==> src/rtl/conv_seq_pkg.sv <==
// Shared widths, FSM encoding and index-bound helpers for the convolution sequencer.
// The bound functions are shared so the index generator and its users agree on term ranges.
package conv_seq_pkg;

  localparam int SIZE_W   = 5;
  localparam int ZADDR_W  = 6;
  localparam int PIPE_LAT = 1;

  typedef enum logic [1:0] {
    IDLE,
    ISSUE,
    DRAIN,
    FIN
  } state_t;

  typedef logic [ZADDR_W-1:0] idx_t;

  // Smallest k whose Y index n-k still lands inside the signal.
  function automatic idx_t k_lo_f(input idx_t n, input idx_t sy);
    return (n >= sy) ? idx_t'(n - sy + idx_t'(1)) : '0;
  endfunction

  function automatic idx_t k_hi_f(input idx_t n, input idx_t sx);
    idx_t top;
    top = sx - idx_t'(1);
    return (n < top) ? n : top;
  endfunction

endpackage

==> src/rtl/convolution_sequencer_if.sv <==
// Control/address bundle between the convolution sequencer and the datapath/host.
// master is the sequencer side, slave is the MAC/memory/host side.
interface convolution_sequencer_if;
  import conv_seq_pkg::*;

  logic              start;
  logic [SIZE_W-1:0] size_x;
  logic [SIZE_W-1:0] size_y;
  logic [SIZE_W-1:0] x_addr;
  logic [SIZE_W-1:0] y_addr;
  logic              mac_en;
  logic              mac_clr;
  idx_t              z_addr;
  logic              z_we;
  idx_t              z_len;
  logic              busy;
  logic              done;

  modport master (
    input  start, size_x, size_y,
    output x_addr, y_addr, mac_en, mac_clr, z_addr, z_we, z_len, busy, done
  );

  modport slave (
    output start, size_x, size_y,
    input  x_addr, y_addr, mac_en, mac_clr, z_addr, z_we, z_len, busy, done
  );

endinterface

==> src/rtl/conv_index_gen.sv <==
// n/k term walker: steps through every valid (n, k) pair of the linear convolution
// and flags the first, last and final term of each output index.
module conv_index_gen
  import conv_seq_pkg::*;
(
  input  logic              clk,
  input  logic              rst_a,
  input  logic              load,
  input  logic              step,
  input  logic [SIZE_W-1:0] size_x,
  input  logic [SIZE_W-1:0] size_y,
  output logic [SIZE_W-1:0] x_addr,
  output logic [SIZE_W-1:0] y_addr,
  output idx_t              n_idx,
  output logic              first_term,
  output logic              last_term,
  output logic              final_term
);

  idx_t n_q;
  idx_t k_q;
  idx_t sx;
  idx_t sy;
  idx_t n_inc;
  idx_t lo_cur;
  idx_t hi_cur;
  idx_t lo_nxt;
  idx_t n_last;

  assign sx     = idx_t'(size_x);
  assign sy     = idx_t'(size_y);
  assign n_inc  = n_q + idx_t'(1);
  assign lo_cur = k_lo_f(n_q, sy);
  assign hi_cur = k_hi_f(n_q, sx);
  assign lo_nxt = k_lo_f(n_inc, sy);
  assign n_last = sx + sy - idx_t'(2);

  assign first_term = (k_q == lo_cur);
  assign last_term  = (k_q == hi_cur);
  assign final_term = last_term && (n_q == n_last);

  assign n_idx  = n_q;
  assign x_addr = SIZE_W'(k_q);
  assign y_addr = SIZE_W'(n_q - k_q);

  // On the last term of n, jump straight to the first valid k of n+1 so no cycle is wasted.
  always_ff @(posedge clk or negedge rst_a) begin
    if (!rst_a) begin
      n_q <= '0;
      k_q <= '0;
    end else if (load) begin
      n_q <= '0;
      k_q <= '0;
    end else if (step) begin
      if (last_term) begin
        n_q <= n_inc;
        k_q <= lo_nxt;
      end else begin
        k_q <= k_q + idx_t'(1);
      end
    end
  end

endmodule

==> src/rtl/convolution_sequencer.sv <==
// Convolution control FSM: issues X/Y reads, aligns MAC and Z-write strobes to the
// memory read latency, and pulses done when the last result has been written.
module convolution_sequencer
  import conv_seq_pkg::*;
(
  input  logic                    clk,
  input  logic                    rst_a,
  input  logic                    en_s,
  convolution_sequencer_if.master bus
);

  localparam int DRAIN_W = $clog2(PIPE_LAT + 2);

  state_t              state_q;
  state_t              state_d;
  logic [SIZE_W-1:0]   size_x_q;
  logic [SIZE_W-1:0]   size_y_q;
  idx_t                z_len_q;
  logic [DRAIN_W-1:0]  drain_q;
  logic                accept;
  logic                zero_size;
  logic                issuing;
  logic                step;
  logic [SIZE_W-1:0]   x_idx;
  logic [SIZE_W-1:0]   y_idx;
  idx_t                n_idx;
  logic                first_term;
  logic                last_term;
  logic                final_term;
  logic [PIPE_LAT-1:0] v_pipe;
  logic [PIPE_LAT-1:0] first_pipe;
  logic [PIPE_LAT-1:0] last_pipe;
  idx_t                n_pipe [PIPE_LAT];
  logic                we_q;
  idx_t                z_addr_q;
  logic                mac_raw;
  logic                busy_c;
  logic                done_c;

  assign accept    = (state_q == IDLE) && bus.start && en_s;
  assign zero_size = (bus.size_x == '0) || (bus.size_y == '0);
  assign issuing   = (state_q == ISSUE);
  assign step      = issuing && en_s;

  conv_index_gen u_index_gen (
    .clk        (clk),
    .rst_a      (rst_a),
    .load       (accept),
    .step       (step),
    .size_x     (size_x_q),
    .size_y     (size_y_q),
    .x_addr     (x_idx),
    .y_addr     (y_idx),
    .n_idx      (n_idx),
    .first_term (first_term),
    .last_term  (last_term),
    .final_term (final_term)
  );

  always_ff @(posedge clk or negedge rst_a) begin
    if (!rst_a) begin
      state_q <= IDLE;
    end else begin
      state_q <= state_d;
    end
  end

  always_comb begin
    state_d = state_q;
    busy_c  = 1'b0;
    done_c  = 1'b0;
    case (state_q)
      IDLE: begin
        if (accept) begin
          state_d = zero_size ? FIN : ISSUE;
        end
      end
      ISSUE: begin
        busy_c = 1'b1;
        if (en_s && final_term) begin
          state_d = DRAIN;
        end
      end
      DRAIN: begin
        busy_c = 1'b1;
        if (en_s && (drain_q == DRAIN_W'(PIPE_LAT))) begin
          state_d = FIN;
        end
      end
      FIN: begin
        done_c = en_s;
        if (en_s) begin
          state_d = IDLE;
        end
      end
      default: state_d = IDLE;
    endcase
  end

  // Sizes are captured once so later pin activity cannot disturb a running walk.
  always_ff @(posedge clk or negedge rst_a) begin
    if (!rst_a) begin
      size_x_q <= '0;
      size_y_q <= '0;
      z_len_q  <= '0;
    end else if (accept) begin
      size_x_q <= bus.size_x;
      size_y_q <= bus.size_y;
      z_len_q  <= zero_size ? '0
                            : idx_t'(bus.size_x) + idx_t'(bus.size_y) - idx_t'(1);
    end
  end

  always_ff @(posedge clk or negedge rst_a) begin
    if (!rst_a) begin
      drain_q <= '0;
    end else if (en_s) begin
      drain_q <= (state_q == DRAIN) ? drain_q + DRAIN_W'(1) : '0;
    end
  end

  // Issue flags ride PIPE_LAT stages to meet the read data, then one more stage for the
  // accumulator register before the Z write; the whole pipe freezes with en_s.
  always_ff @(posedge clk or negedge rst_a) begin
    if (!rst_a) begin
      v_pipe     <= '0;
      first_pipe <= '0;
      last_pipe  <= '0;
      for (int i = 0; i < PIPE_LAT; i++) begin
        n_pipe[i] <= '0;
      end
      we_q     <= 1'b0;
      z_addr_q <= '0;
    end else if (en_s) begin
      v_pipe[0]     <= issuing;
      first_pipe[0] <= first_term;
      last_pipe[0]  <= last_term;
      n_pipe[0]     <= n_idx;
      for (int i = 1; i < PIPE_LAT; i++) begin
        v_pipe[i]     <= v_pipe[i-1];
        first_pipe[i] <= first_pipe[i-1];
        last_pipe[i]  <= last_pipe[i-1];
        n_pipe[i]     <= n_pipe[i-1];
      end
      we_q     <= v_pipe[PIPE_LAT-1] && last_pipe[PIPE_LAT-1];
      z_addr_q <= n_pipe[PIPE_LAT-1];
    end
  end

  assign mac_raw = v_pipe[PIPE_LAT-1] && en_s;

  assign bus.x_addr  = issuing ? x_idx : '0;
  assign bus.y_addr  = issuing ? y_idx : '0;
  assign bus.mac_en  = mac_raw;
  assign bus.mac_clr = mac_raw && first_pipe[PIPE_LAT-1];
  assign bus.z_we    = we_q && en_s;
  assign bus.z_addr  = z_addr_q;
  assign bus.z_len   = z_len_q;
  assign bus.busy    = busy_c;
  assign bus.done    = done_c;

endmodule

==> src/flat_wrapper.sv <==
// flat-port wrapper written by rule: the top's interface ports become plain ports
module convolution_sequencer_flat import conv_seq_pkg::*;
  (clk, rst_a, en_s, bus_start, bus_size_x, bus_size_y, bus_x_addr, bus_y_addr, bus_mac_en, bus_mac_clr, bus_z_addr, bus_z_we, bus_z_len, bus_busy, bus_done);
  convolution_sequencer_if bus_i ();
  input  logic clk;
  input  logic rst_a;
  input  logic en_s;
  input wire logic [$bits(bus_i.start)-1:0] bus_start;
  input wire logic [$bits(bus_i.size_x)-1:0] bus_size_x;
  input wire logic [$bits(bus_i.size_y)-1:0] bus_size_y;
  output wire logic [$bits(bus_i.x_addr)-1:0] bus_x_addr;
  output wire logic [$bits(bus_i.y_addr)-1:0] bus_y_addr;
  output wire logic [$bits(bus_i.mac_en)-1:0] bus_mac_en;
  output wire logic [$bits(bus_i.mac_clr)-1:0] bus_mac_clr;
  output wire logic [$bits(bus_i.z_addr)-1:0] bus_z_addr;
  output wire logic [$bits(bus_i.z_we)-1:0] bus_z_we;
  output wire logic [$bits(bus_i.z_len)-1:0] bus_z_len;
  output wire logic [$bits(bus_i.busy)-1:0] bus_busy;
  output wire logic [$bits(bus_i.done)-1:0] bus_done;
  assign bus_i.start = bus_start;
  assign bus_i.size_x = bus_size_x;
  assign bus_i.size_y = bus_size_y;
  assign bus_x_addr = bus_i.x_addr;
  assign bus_y_addr = bus_i.y_addr;
  assign bus_mac_en = bus_i.mac_en;
  assign bus_mac_clr = bus_i.mac_clr;
  assign bus_z_addr = bus_i.z_addr;
  assign bus_z_we = bus_i.z_we;
  assign bus_z_len = bus_i.z_len;
  assign bus_busy = bus_i.busy;
  assign bus_done = bus_i.done;
  convolution_sequencer u_core (.clk(clk), .rst_a(rst_a), .en_s(en_s), .bus(bus_i));
endmodule
==> config.mk <==
export PLATFORM = sky130hd
export DESIGN_NAME = convolution_sequencer_flat
export DESIGN_NICKNAME = d
export VERILOG_FILES = /design/src/rtl/conv_seq_pkg.sv /design/src/rtl/convolution_sequencer_if.sv /design/src/rtl/conv_index_gen.sv /design/src/rtl/convolution_sequencer.sv /design/src/flat_wrapper.sv
export SDC_FILE = /design/constraint.sdc
export NUM_CORES = 1
export LEC_CHECK = 0
export CORE_UTILIZATION = 53
export CTS_CLUSTER_SIZE = 12
export DETAILED_ROUTE_END_ITERATION = 8
export GPL_TIMING_DRIVEN = 0
export PLACE_DENSITY = 0.78
export SYNTH_ARGS = -nofsm -noshare
export SYNTH_HDL_FRONTEND = slang
export SYNTH_SLANG_ARGS = --single-unit
==> constraint.sdc <==
create_clock -name clk -period 3.3 [get_ports clk]
set_input_delay 0.825 -clock clk [delete_from_list [all_inputs] [get_ports clk]]
set_output_delay 0.825 -clock clk [all_outputs]
set_load 0.05 [all_outputs]
After elaboration in Yosys (flattened, before gate mapping) --
Cells that the tools add are included.
Storage, ports and cells: register bits after elaboration 48, input bits 14, output and inout port bits 27, logic and storage cells 80
Cells by class: $add $sub $neg 13, $lt $le $gt $ge 3, equality and inequality tests 11, mux-type cells 21, reductions and logical operators 19
Operators by type and width (count):
- 6-bit two-way mux | 10
- 6-bit by 1-bit adder with 6-bit output (second input constant) | 4
- 6-bit equality test | 3
- 5-bit by 5-bit adder with 6-bit output | 2
- 6-bit by 5-bit >= comparator with 1-bit output | 2
- 2-bit two-way mux | 6
- 6-bit by 5-bit subtractor with 6-bit output | 2
- 1-bit logical AND | 10
- 5-bit logical NOT | 2
- 5-bit two-way mux | 2
- 2-bit case mux with 4 select lines | 1
- 6-bit less-than comparator | 1
- 5-bit by 1-bit subtractor with 6-bit output (second input constant) | 1
- 6-bit by 1-bit subtractor with 6-bit output (second input constant) | 1
- 6-bit by 2-bit subtractor with 6-bit output (second input constant) | 1
- 5-bit subtractor | 1
- 2-bit by 1-bit equality test with 1-bit output (second input constant) | 2
- 2-bit equality test (second input constant) | 2
- 2-bit by 1-bit inequality test with 1-bit output (second input constant) | 2
- 2-bit inequality test (second input constant) | 2
- 4-bit AND reduction | 1
- 2-bit nonzero test | 2
- 2-bit by 1-bit adder with 2-bit output (second input constant) | 1
- 2-bit logical NOT | 1
- other kinds (4) | 5

Longest topological paths before layout --
depth after elaboration 8, mapped depth 13, mapped depth without buffers 12

Hierarchy --
A second synthesis with hierarchy kept.
Unflattened totals: cell total of the unflattened synthesis 473, area, all modules 4315.4 µm²
By module, submodules not included:
- conv_index_gen | instances 1, cells each 303, area an instance 2482.4 µm², seq. area each 300.3 µm²
- convolution_sequencer | instances 1, cells each 170, area an instance 1833.0 µm², seq. area each 900.9 µm²

Worst setup path after synthesis --
Ideal clock, no wire load.
path type reg2reg, from register u_core.size_x_q[0], to register u_core.u_index_gen.n_q[2] (netlist: u_core.u_index_gen.n_idx[2]), library setup time 0.126 ns, arrival time 3.189 ns, required time 3.174 ns, path slack -0.015 ns, cell stages (with the launch flop) 13, buffers on the path 0, period minus slack after synthesis 3.315 ns, cell sequence dfrtp_1 -> inv_1 -> ha_1 -> nor3b_1 -> xnor2_1 -> ha_1 -> and4_1 -> o21a_4 -> or4_1 -> and3_4 -> a2111oi_4 -> a31oi_1 -> a221o_1
Between the ends: cells in the longest elaborated chain, start to end 6
Ends and longest elaborated chain:
- start: declaration | RTL line convolution_sequencer.sv:16 | logic [SIZE_W-1:0] size_x_q;
- start signal: assignment | RTL line convolution_sequencer.sv:107 | size_x_q <= bus.size_x;
- 5-bit by 1-bit subtractor with 6-bit output * | RTL line conv_seq_pkg.sv:25 | top = sx - idx_t'(1);
- 6-bit less-than comparator | RTL line conv_seq_pkg.sv:26 | return (n < top) ? n : top;
- 6-bit two-way mux * | RTL line conv_seq_pkg.sv:26
- 6-bit equality test * | RTL line conv_index_gen.sv:39 | assign last_term = (k_q == hi_cur);
- 2-bit nonzero test (no source line) *
- 2-bit AND reduction (no source line) *
- end signal: assignment | RTL line conv_index_gen.sv:56 | n_q <= n_inc;
- end: declaration | RTL line conv_index_gen.sv:20 | idx_t n_q;
Every way passes the cells marked *; elsewhere a longest branch is shown, timed or not. A chain may end at the register's enable or synchronous reset.

Worst setup path after layout --
from register u_core.size_x_q[0], to register u_core.u_index_gen.k_q[3]
Between the ends: cells in the longest elaborated chain, start to end 7
Ends and longest elaborated chain:
- 5-bit by 1-bit subtractor with 6-bit output * | RTL line conv_seq_pkg.sv:25
- 6-bit less-than comparator | RTL line conv_seq_pkg.sv:26
- 6-bit two-way mux * | RTL line conv_seq_pkg.sv:26
- 6-bit equality test * | RTL line conv_index_gen.sv:39
- 6-bit two-way mux * | RTL line conv_index_gen.sv:55 | if (last_term) begin
- 6-bit two-way mux * | RTL line conv_index_gen.sv:54 | end else if (step) begin
- 6-bit two-way mux * | RTL line conv_index_gen.sv:51 | end else if (load) begin
- end signal: assignment | RTL line conv_index_gen.sv:57 | k_q <= lo_nxt;
- end signal: assignment | RTL line conv_index_gen.sv:59 | k_q <= k_q + idx_t'(1);
- end: declaration | RTL line conv_index_gen.sv:21 | idx_t k_q;
Every way passes the cells marked *; elsewhere a longest branch is shown, timed or not. The select of a mux whose other input is x is not followed.

==> summary.txt <==
Worst Setup Slack, final - -0.0527 ns
most common cell after layout, fill and taps aside - inv_1
All-Layer GR Usage - 27.4%
layout cells sized above 1 - 19.2%
Sink Count - 48
die area - 0.00853 mm²
initial antenna violation count - 0
PnR Total Power - 6.05 mW
fillcell total - 616
cells after synthesis - 484
wire length of the first global-routing pass - 18300 µm
DP Area - 0.00488 mm²
CP arrival - 3.53 ns
CP startpoint kind - register
CTS Buf Count - 5
critical path class - reg -> reg
Slew @ Worst Pin - 0.681 ns
worst endpoint required time - 3.48 ns
failing checks - setup timing
Final Skew - 0.00843 ns
Clock Latency Late Sink - 0.32 ns
row cnt - 32
vias in the first global route - 3847
Worst setup endpoint - u_core.u_index_gen.k_q[3]
CP Max Fanout - 6
clock slew at reported path FFs - 0.10 ns
Routed WL - 11600 µm
Max-slew headroom - 54.4%
Hold-fix buffers, CTS - 0
synthesized area - 0.00433 mm²
max-cap violation count - 0
static leakage - 2.54 nW
Reg-to-Reg Start - u_core.size_x_q[0]
Post-synth ARST share - 100%
Final Wtd Congestion - 0.924
Starting Density - 55.4%
syn_nets - 565
Die Span Y - 92.4 µm
reg2reg path depth - 12
R2R Setup Slk - -0.05 ns
Vias - 3861
FF+latch area - 0.00121 mm²
power per cell area - 1130 mW/mm²
Reg-to-Reg End - u_core.u_index_gen.k_q[3]
FMAX - 0.298 GHz
Via density - 5.89
minimum clock period - 3.35 ns
Synth Area per Inst - 8.94 µm²
DR iter-0 viols - 343
RSZ-0062 raised after global routing - yes
Switch Pwr - 3.10 mW
total gr overflow - 0
Clk network pwr share - 7.5%
worst hold-check path type - in -> async
switching power share of the total - 51.2%
Finished Cell Area - 0.00537 mm²
crit path from - u_core.size_x_q[0]
post-synthesis cell type count - 61
crit end category - register
Slew Viols, Final - 0
fin crit share - 102%
CTS tree - built
die width - 92.4 µm
largest net degree at the start of global routing - 33
Detailed Place HPWL - 8320 µm
Seq pwr share - 16.5%
area of the multi-input gates - 0.00301 mm²
combinational share of power - 76.0%
post-route ant nets - 0
ys flop type - dfrtp_1
synthesis-to-layout area growth - 24.0%
Ports - 41
Internal - 2.95 mW
Yosys warning total - 0
maximum vdd drop - 0.785 mV
Detailed Routing Iterations Pass 1 - 6
Ant. Diodes - 0
number of flops mapped to enable cells by yosys - 0
routed len/inst - 17.8 µm
Root Buffer - clkbuf_8
final setup violating endpoints - 6
# DRC - 0
Max clock buf depth - 2
commonest cells after routing, fill and taps aside - inv_1, ha_1, dfrtp_1
IO buf count - 40
H-tree depth - 2
Synth Register Bits - 48
core area - 0.00781 mm²
status - finished with violations
Final Hold Vio Count - 0
NumNets Final - 633
sequential element share of the synthesized area - 27.8%
==> area by class of cell <==
class / instances / area share, %
Timing Repair Buffer: 63 / 10.8
Buffer: 17 / 1.56
Clock inverter: 3 / 0.863
Clock buffer: 5 / 1.28
Multi-Input combinational cell: 355 / 56.2
Sequential cell: 48 / 22.5
Tap cell: 102 / 2.38
Inverter: 62 / 4.38
==> state kept, by name (all words and copies together), names as in the netlist <==
signal	cells
u_core.u_index_gen.n_idx	6
u_core.first_pipe	1
u_core.state_q	2
u_core.u_index_gen.k_q	6
u_core.bus.z_addr	6
u_core.size_y_q	5
u_core.n_pipe	6
u_core.bus.z_len	6
u_core.we_q	1
u_core.last_pipe	1
u_core.v_pipe	1
u_core.size_x_q	5
u_core.drain_q	2
==> timing repair <==
item / CTS / global route
endpoints found under the setup margin: 29 / 22
setup buffers: 12 / 9
gates resized for setup: 45 / 49
gates cloned: 1 / 0
pin swaps: 7 / 30
==> power groups by stage <==
stage	clock [mW]	combinational, mW	sequential (mW)
2_1_floorplan	0	2.73	1.09
3_3_place_gp	0	3.64	0.991
3_5_place_dp	0	3.77	1.00
4_1_cts	0.458	4.01	0.999
5_1_grt	0.479	4.99	1.03
6_report	0.452	4.60	1.00
==> through the flow <==
step	TNS [ns]	instances	hold slack (ns)	setup slack, ns	util (%)
floorplan	0	484	0.439	0.0260	-
global placement	-7.49	626	0.466	-0.640	62.3
detailed placement	-8.36	627	0.474	-0.632	62.5
CTS	-0.601	646	0.430	-0.0797	65.7
global route	-1.45	655	0.438	-0.147	68.7
finish	-0.130	655	0.427	-0.0527	68.7
==> logic make-up (layout without fill, tap and decap cells) <==
| logic type | count (synthesis) | in the layout | share of synthesized area (%) |
|---|---|---|---|
| multiplexers | 15 | 15 | 3.88 |
| adder cells (fa/ha/maj) | 67 | 67 | 20.6 |
| AND/OR/NAND/NOR | 132 | 132 | 15.3 |
| buffers and inverters | 81 | 150 | 7.26 |
| flip-flops | 48 | 48 | 27.8 |
| XOR/XNOR | 33 | 33 | 7.35 |
| AO/OA/AOI/OAI | 108 | 108 | 17.9 |
==> worst max-delay path, stage by stage, from the launching register on <==
cell and delay (ns):
dfrtp_2 0.43, buf_6 0.13, nor3_4 0.22, xnor2_2 0.11
ha_1 0.33, a21oi_2 0.22, o21ai_4 0.10, or4_1 0.47
and3_4 0.19, a2111o_1 0.50, buf_6 0.20, o2111ai_2 0.17
nand4b_1 0.14
==> worst min path at each step <==
stage          slack, ns                start                   endpoint
3_3_place_gp        0.47   u_core.size_y_q[2]         u_core.size_y_q[2]
3_5_place_dp        0.47  u_core.bus.z_len[3]        u_core.bus.z_len[3]
5_1_grt             0.44                rst_a       u_core.bus.z_addr[2]
4_1_cts             0.43                rst_a  u_core.u_index_gen.k_q[2]
2_1_floorplan       0.44    u_core.first_pipe          u_core.first_pipe
6_report            0.43                rst_a           u_core.n_pipe[1]
==> Yosys cell counts (3+ instances only) <==
cell / n / area (µm²)
o21ai_0: 22 / 110
o21a_1: 3 / 22.5
o21bai_1: 3 / 22.5
xor2_1: 9 / 78.8
o211ai_1: 5 / 37.5
o31ai_1: 4 / 30.0
fa_1: 7 / 140
nand3_1: 13 / 65.1
nand4_1: 5 / 31.3
a21oi_1: 23 / 115
nor3_1: 9 / 45.0
o22ai_1: 5 / 31.3
ha_1: 60 / 751
or3_1: 3 / 18.8
a22o_2: 3 / 30.0
nand2b_1: 6 / 37.5
nor2_1: 19 / 71.3
a31oi_1: 4 / 25.0
mux2_2: 14 / 158
clkbuf_1: 15 / 56.3
xnor2_1: 22 / 193
or4_1: 3 / 22.5
a21o_1: 11 / 82.6
nor2b_1: 4 / 25.0
nor4_1: 4 / 25.0
a221o_1: 3 / 30.0
and2_1: 13 / 81.3
nand2_1: 44 / 165
inv_1: 62 / 233
dfrtp_1: 48 / 1200
==> layer usage <==
metal | share of wire, % | vias to the layer above | track usage [%]
met5 | 0 | - | 0
met4 | 4.1 | 0 | 13.0
met3 | 8.0 | 49 | 4.19
met2 | 48 | 224 | 46.0
met1 | 40 | 1774 | 34.6
li1 | - | 1814 | -
No activity file was read; power rests on OpenSTA's default activity.
